$ cat config.mk
export PLATFORM = sky130hd
export DESIGN_NAME = uart_tx
export DESIGN_NICKNAME = d
export VERILOG_FILES = /design/src/rtl/uart_tx.sv
export SDC_FILE = /design/constraint.sdc
export NUM_CORES = 1
export LEC_CHECK = 0
export BUFFER_PORTS_ARGS = -buffer_cell sky130_fd_sc_hd__buf_2
export CORE_AREA = 2 2 47 49
export DETAILED_ROUTE_END_ITERATION = 8
export DIE_AREA = 0 0 49 51
export GPL_ROUTABILITY_DRIVEN = 0
export PLACE_DENSITY = 0.73
export SYNTH_ARGS = -nofsm -noshare
export SYNTH_HDL_FRONTEND = slang
export SYNTH_SLANG_ARGS = --single-unit
export TNS_END_PERCENT = 100
$ cat constraint.sdc
create_clock -name clk_3125 -period 2.4 [get_ports clk_3125]
set_input_delay 0.12 -clock clk_3125 [delete_from_list [all_inputs] [get_ports clk_3125]]
set_output_delay 0.12 -clock clk_3125 [all_outputs]
set_load 0.005 [all_outputs]
$ cat src/rtl/uart_tx.sv
// UART transmitter: valid/ready byte in, LSB-first frame out on tx, bit timing from baud_tick.
// Define UART_TX_PARITY_EN to insert an even-parity bit between the data and stop bits.
module uart_tx #(
  parameter int DATA_BITS = 8,
  parameter int STOP_BITS = 1
) (
  input  logic                 clk_3125,
  input  logic                 reset,
  input  logic                 baud_tick,
  input  logic [DATA_BITS-1:0] tx_data,
  input  logic                 tx_valid,
  output logic                 tx_ready,
  output logic                 tx,
  output logic                 tx_busy,
  output logic                 tx_done
);

  localparam int CW = (DATA_BITS > 1) ? $clog2(DATA_BITS) : 1;

  typedef enum logic [2:0] {
    S_IDLE,
    S_SYNC,
    S_START,
    S_DATA,
`ifdef UART_TX_PARITY_EN
    S_PARITY,
`endif
    S_STOP
  } state_t;

  state_t               r_state, w_state_next;
  logic [DATA_BITS-1:0] r_shift, w_shift_next;
  logic [CW-1:0]        r_bit_cnt, w_bit_cnt_next;
  logic                 r_stop_cnt, w_stop_cnt_next;
  logic                 r_tx, w_tx_next;
  logic                 r_ready, w_ready_next;
  logic                 r_busy, w_busy_next;
  logic                 r_done, w_done_next;
`ifdef UART_TX_PARITY_EN
  logic                 r_parity, w_parity_next;
`endif

  always_comb begin
    w_state_next    = r_state;
    w_shift_next    = r_shift;
    w_bit_cnt_next  = r_bit_cnt;
    w_stop_cnt_next = r_stop_cnt;
    w_tx_next       = r_tx;
    w_ready_next    = r_ready;
    w_busy_next     = r_busy;
    w_done_next     = 1'b0;
`ifdef UART_TX_PARITY_EN
    w_parity_next   = r_parity;
`endif
    case (r_state)
      S_IDLE: begin
        w_tx_next = 1'b1;
        if (tx_valid && r_ready) begin
          w_state_next = S_SYNC;
          w_shift_next = tx_data;
          w_ready_next = 1'b0;
          w_busy_next  = 1'b1;
`ifdef UART_TX_PARITY_EN
          w_parity_next = ^tx_data;
`endif
        end
      end
      // Waiting for a fresh tick keeps the start bit a full bit period long.
      S_SYNC: begin
        if (baud_tick) begin
          w_tx_next    = 1'b0;
          w_state_next = S_START;
        end
      end
      S_START: begin
        if (baud_tick) begin
          w_tx_next      = r_shift[0];
          w_shift_next   = r_shift >> 1;
          w_bit_cnt_next = '0;
          w_state_next   = S_DATA;
        end
      end
      S_DATA: begin
        if (baud_tick) begin
          if (r_bit_cnt == CW'(DATA_BITS - 1)) begin
`ifdef UART_TX_PARITY_EN
            w_tx_next    = r_parity;
            w_state_next = S_PARITY;
`else
            w_tx_next       = 1'b1;
            w_stop_cnt_next = 1'b0;
            w_state_next    = S_STOP;
`endif
          end else begin
            w_bit_cnt_next = r_bit_cnt + 1'b1;
            w_tx_next      = r_shift[0];
            w_shift_next   = r_shift >> 1;
          end
        end
      end
`ifdef UART_TX_PARITY_EN
      S_PARITY: begin
        if (baud_tick) begin
          w_tx_next       = 1'b1;
          w_stop_cnt_next = 1'b0;
          w_state_next    = S_STOP;
        end
      end
`endif
      S_STOP: begin
        if (baud_tick) begin
          if (r_stop_cnt == 1'(STOP_BITS - 1)) begin
            w_state_next = S_IDLE;
            w_done_next  = 1'b1;
            w_ready_next = 1'b1;
            w_busy_next  = 1'b0;
          end else begin
            w_stop_cnt_next = r_stop_cnt + 1'b1;
          end
        end
      end
      default: begin
        w_state_next = S_IDLE;
        w_tx_next    = 1'b1;
        w_ready_next = 1'b1;
        w_busy_next  = 1'b0;
      end
    endcase
  end

  always_ff @(posedge clk_3125 or negedge reset) begin
    if (!reset) begin
      r_state    <= S_IDLE;
      r_shift    <= '0;
      r_bit_cnt  <= '0;
      r_stop_cnt <= 1'b0;
      r_tx       <= 1'b1;
      r_ready    <= 1'b1;
      r_busy     <= 1'b0;
      r_done     <= 1'b0;
`ifdef UART_TX_PARITY_EN
      r_parity   <= 1'b0;
`endif
    end else begin
      r_state    <= w_state_next;
      r_shift    <= w_shift_next;
      r_bit_cnt  <= w_bit_cnt_next;
      r_stop_cnt <= w_stop_cnt_next;
      r_tx       <= w_tx_next;
      r_ready    <= w_ready_next;
      r_busy     <= w_busy_next;
      r_done     <= w_done_next;
`ifdef UART_TX_PARITY_EN
      r_parity   <= w_parity_next;
`endif
    end
  end

  assign tx       = r_tx;
  assign tx_ready = r_ready;
  assign tx_busy  = r_busy;
  assign tx_done  = r_done;

endmodule

==> impl_metrics.ini, run 1 <==
[run_status]
run_status = finished clean

[drt]
firstDrtPassIters = 4
routed_wl_um = 1780
drc_errors = 0
antenna_left = 0
via_per_inst = 5.43
drt_iter0_drc = 4
vias = 679
wl_per_cell_um = 14.3

[clock_tree]
htreeDepth = 1
cts_root_buf = clkbuf_4
cts_buffers = 3
post_cts_resized = 0
cts_num_sinks = 18
cts.clk_slew.worst_paths_ns = 0.10
clock_path_buffers = 2
cts_tree = done
insertion_delay_ns = 0.30

[logic_synthesis]
async_reset_ff_share_pct = 100
syn_nets = 97
ys_seq_area_share_pct = 44.5
synthTopCellsByArea = dfrtp_1, mux2_4, mux2_2, dfstp_2, buf_6
synth_top_area_cell = dfrtp_1
synthCells = 83
synth_cell_types = 30
synth_edf_count = 0
yosys_warnings = 0
postSynthAreaPerCell_um2 = 12.3
syn_area_um2 = 1020
synth-main-ff-cell = dfrtp_1
synth-seq-cells = 18
yosysTopAreaCellShare_pct = 39.4

[grt]
busiest_layer = met2
use_met3_pct = 5.26
overflow = 0
grt_usage_pct = 16.4
grt_max_degree = 19
grtUsageMet2_pct = 28.1
grt_pass1_wl_um = 3100
antenna_found_initial = 0
grt_use_met1_pct = 20.0
grt_pass1_vias = 678

[timing]
finClkSkew_ns = 0.00623
tns_ns = 0
min_period_over_period_pct = 82.6
setup_violations = 0
max_clock_freq_ghz = 0.505
hold_viol = 0
rsz0062_at_grt = no
slew_headroom_pct = 72.5
fin_ws_ns = 0.419
fin_crit_ns = 1.98
worstMarginPinSlew_ns = 0.413
drv_slew = 0

[setup_path]
criticalPathCategory = register to register
required_ns = 2.59
cp_common_cell = ha_1
crit_path_cell_trace = ha_1 > ha_1 > a31o_2 > a21oi_4 > mux2_2
path_max_fanout = 11
startpoint_type = register
end_kind = register
slowest_stage = dfrtp_1
worstPathArrival_ns = 2.17
slowest_delay_ns = 0.42

[layout]
final_cells = 125
fillCellCount = 179
nets = 112
diodes = 0
drive_above_1_share_pct = 44.3
layout_common_cells = dfrtp_1, buf_2, mux2_4, nand2_1, mux2_2
area_growth_syn_to_layout_pct = 10.7
final_common_cell = dfrtp_1

[floorplan]
initial_utilization_pct = 49.3
io_pins = 16
dieArea_um2 = 2500
die_x_um = 49
rows = 17
dieHeight_um = 51
core_um2 = 2060

[placement]
port_buffers = 15
place_ws_ns = 0.443
hpwl_um = 1230
dp_cells = 120

[run]
cap_violations = 0

[power_and_ir_drop]
peakVddDrop_uv = 711
p_leak_nw = 0.525
p_per_area_nw_per_um2 = 1100

[worst_hold_path]
hp-class = primary input to register
## cell families after synthesis
logic type | Yosys count | synth area share [%]
muxes | 16 | 20.4
DFF | 18 | 44.5
and+or+nand+nor | 20 | 13.4
AOI/OAI and AO/OA | 18 | 13.4
buffers and inverters | 9 | 5.78
adders and majority gates | 2 | 2.46
## registers in the layout, summed over array words and instances (netlist names)
name,count
r_shift,8
r_bit_cnt,3
tx,1
tx_ready,1
tx_busy,1
r_state,3
tx_done,1
## synth_stat cells (2+ instances only)
| cell | instances |
|---|---|
| buf_6 | 3 |
| o21ai_0 | 4 |
| a21oi_1 | 3 |
| buf_2 | 2 |
| nand3b_1 | 2 |
| ha_1 | 2 |
| nand2b_1 | 2 |
| dfstp_2 | 2 |
| inv_1 | 3 |
| mux2_2 | 6 |
| dfrtp_1 | 16 |
| mux2_4 | 8 |
| a31o_2 | 2 |
| mux2i_1 | 2 |
| nand2_1 | 7 |
| a22o_1 | 3 |
| nor2_1 | 2 |
| o22ai_1 | 2 |
## metal layers
| metal | wire length, um | vias up |
|---|---|---|
| met1 | 807 | 336 |
| met5 | 0 | - |
| met2 | 899 | 16 |
| met4 | 13 | 0 |
| li1 | - | 325 |
| met3 | 62 | 2 |
## worst max-delay path: cells and delay by family, from the launching register on
family / cells / cell delay (ns)
AOI/OAI and AO/OA: 2 / 0.58
adders and majority gates: 2 / 0.51
muxes: 1 / 0.38
DFF: 1 / 0.42
## repair_timing
| action | 4_1_cts | 5_1_grt |
|---|---|---|
| setup buffers | 0 | 0 |
| endpoints found under the hold margin | 16 | 0 |
| hold buffers | 1 | 0 |
## worst paths after layout
check                             start    endpoint  slack [ns]  cells past startpoint
hold / removal               tx_data[7]  r_shift[7]        0.06                      3
setup / recovery           r_bit_cnt[0]  r_shift[6]        0.42                      5
max in group asynchronous         reset          tx        1.81                      2
min in group asynchronous         reset  r_state[2]        0.26                      2
setup reg to reg           r_bit_cnt[0]  r_shift[6]        0.42                      5
hold reg to reg              r_shift[2]  r_shift[2]        0.52                      1
## through the flow
step | instance area [um^2] | util [%] | hold slack [ns] | power (mW)
6_report | 1130 | 54.6 | 0.0579 | 1.24
5_1_grt | 1130 | 54.6 | 0.0652 | 1.33
4_1_cts | 1130 | 54.6 | 0.0494 | 1.25
3_5_place_dp | 1080 | 52.3 | 0.0734 | 1.05
3_3_place_gp | 1080 | 52.3 | 0.0719 | 1.02
2_1_floorplan | 1020 | - | -0.176 | 0.968
## where the power goes
part | total [mW] | switching (mW) | internal, mW | leakage, nW
registers | 0.535 | 0.108 | 0.427 | 0.223
logic | 0.510 | 0.188 | 0.322 | 0.282
clock network | 0.193 | 0.100 | 0.0925 | 0.0210
## final cells by class
class	instances	area (um^2)	area share, %
clock buffers	4	36.3	3.22
inverters	3	11.3	1.00
repair buffers	16	85.1	7.56
flip-flops and latches	18	453	40.2
well taps	28	35.0	3.11
multi-input cells	56	505	44.9
Note: power is estimated with default switching activity, not from simulation.
==> run 2: changes to the inputs <==
Clock period 2.4 ns to 2 ns, I/O delays scaled along.
==> run 2 against run 1 <==
Worst setup slack got worse by 0.27 ns. Wire length fell by 3.4%. Flip-flop and latch count did not move. Critical path type unchanged. Highest routed layer unchanged.
==> impl_metrics.ini, run 2 (same netlist as run 1, synthesis figures left out) <==
[drt]
firstDrtPassIters = 4
routed_wl_um = 1720
wl_per_cell_um = 13.6
antenna_left = 0
drc_errors = 0
via_per_inst = 5.37
vias = 682
drt_iter0_drc = 11

[setup_path]
worstPathArrival_ns = 2.04
end_kind = register
criticalPathCategory = register to register
required_ns = 2.19
reg2reg_from = r_bit_cnt[0]
r2r_cells = 5
r2r_slack_ns = 0.15
startpoint_type = register
path_max_fanout = 8
r2r-end = r_shift[3]

[floorplan]
core_um2 = 2060
dieHeight_um = 51
dieArea_um2 = 2500
rows = 17
io_pins = 16
die_x_um = 49
initial_utilization_pct = 49.3

[clock_tree]
post_cts_resized = 0
cts_buffers = 3
cts_hold_buf = 1
cts_root_buf = clkbuf_4
cts.clk_slew.worst_paths_ns = 0.11
htreeDepth = 1
cts_setup_buffers = 0
insertion_delay_ns = 0.30
cts_tree = done
cts_num_sinks = 18
clock_path_buffers = 2

[placement]
hpwl_um = 1230
dp_cells = 122
port_buffers = 15
place_ws_ns = 0.172

[grt]
overflow = 0
antenna_found_initial = 0
grt_usage_pct = 14.7
grt_pass1_vias = 629
grt_pass1_wl_um = 2760
grt_max_degree = 19

[timing]
slew_headroom_pct = 73.2
hold_viol = 0
fin_crit_ns = 1.85
min_period_over_period_pct = 92.6
worstMarginPinSlew_ns = 0.401
drv_slew = 0
whs_ns = 0.0443
finClkSkew_ns = 0.00732
tns_ns = 0
rsz0062_at_grt = no
setup_violations = 0
fin_ws_ns = 0.148
max_clock_freq_ghz = 0.540

[worst_hold_path]
min_from = tx_data[7]
hold_end = r_shift[7]
hold_depth = 3
hp-class = primary input to register

[layout]
area_growth_syn_to_layout_pct = 12.2
layout_common_cells = dfrtp_1, buf_2, mux2_4, nand2_1, mux2_2
fillCellCount = 179
largest_register_ffs = 8
top_register = r_shift
nets = 114
final_common_cell = dfrtp_1
largest_registers = r_shift x8, r_bit_cnt x3, r_state x3
diodes = 0
drive_above_1_share_pct = 45.5
final_cells = 127

[power_and_ir_drop]
peakVddDrop_uv = 671
p_leak_nw = 0.535
finalPower_mw = 1.50
p_per_area_nw_per_um2 = 1310

[run_status]
run_status = finished clean

[run]
cap_violations = 0
-- run 2: power breakdown --
part           internal [mW]  total, mW  leakage, nW  switching [mW]
registers              0.513      0.632        0.223           0.119
logic                  0.395      0.634        0.291           0.239
clock network          0.111      0.230       0.0210           0.119
total                   1.02       1.50        0.535           0.477
-- run 2: worst max-delay path: stages (launching register included) --
cell	delay, ns
dfrtp_1	0.42
ha_1	0.21
ha_1	0.19
a31o_2	0.26
a21oi_4	0.28
mux2_2	0.37
-- run 2: routing by layer --
layer | global-route usage (%) | vias to the layer above | wire, um
li1 | - | 331 | -
met1 | 17.4 | 335 | 777
met2 | 24.4 | 12 | 879
met3 | 2.63 | 4 | 36
met4 | 10.0 | 0 | 29
met5 | 0 | - | 0
-- run 2: stage by stage --
stage / cell area [um^2] / utilization (%)
floorplan: 1020 / -
global placement: 1090 / 53.1
detailed placement: 1090 / 53.1
CTS: 1140 / 55.3
global route: 1140 / 55.3
finish: 1140 / 55.3
-- run 2: layout make-up --
class | instances | area, um^2 | area share [%]
timing repair buffer | 18 | 100 | 8.77
sequential | 18 | 453 | 39.7
inverter | 3 | 11.3 | 0.987
multi-input combinational | 56 | 505 | 44.3
tap | 28 | 35.0 | 3.07
clock buffer | 4 | 36.3 | 3.18
-- run 2: worst max-delay path by stage --
| stage | startpoint | to | slack [ns] | depth (start not counted) |
|---|---|---|---|---|
| finish | r_bit_cnt[0] | r_shift[3] | 0.15 | 5 |
| global route | r_bit_cnt[0] | r_shift[3] | 0.11 | 5 |
| CTS | r_bit_cnt[0] | r_shift[3] | 0.16 | 5 |
| detailed placement | r_bit_cnt[0] | r_shift[3] | 0.17 | 5 |
| global placement | r_bit_cnt[0] | r_shift[6] | 0.22 | 5 |
| floorplan | r_bit_cnt[0] | r_shift[1] | 0.28 | 5 |
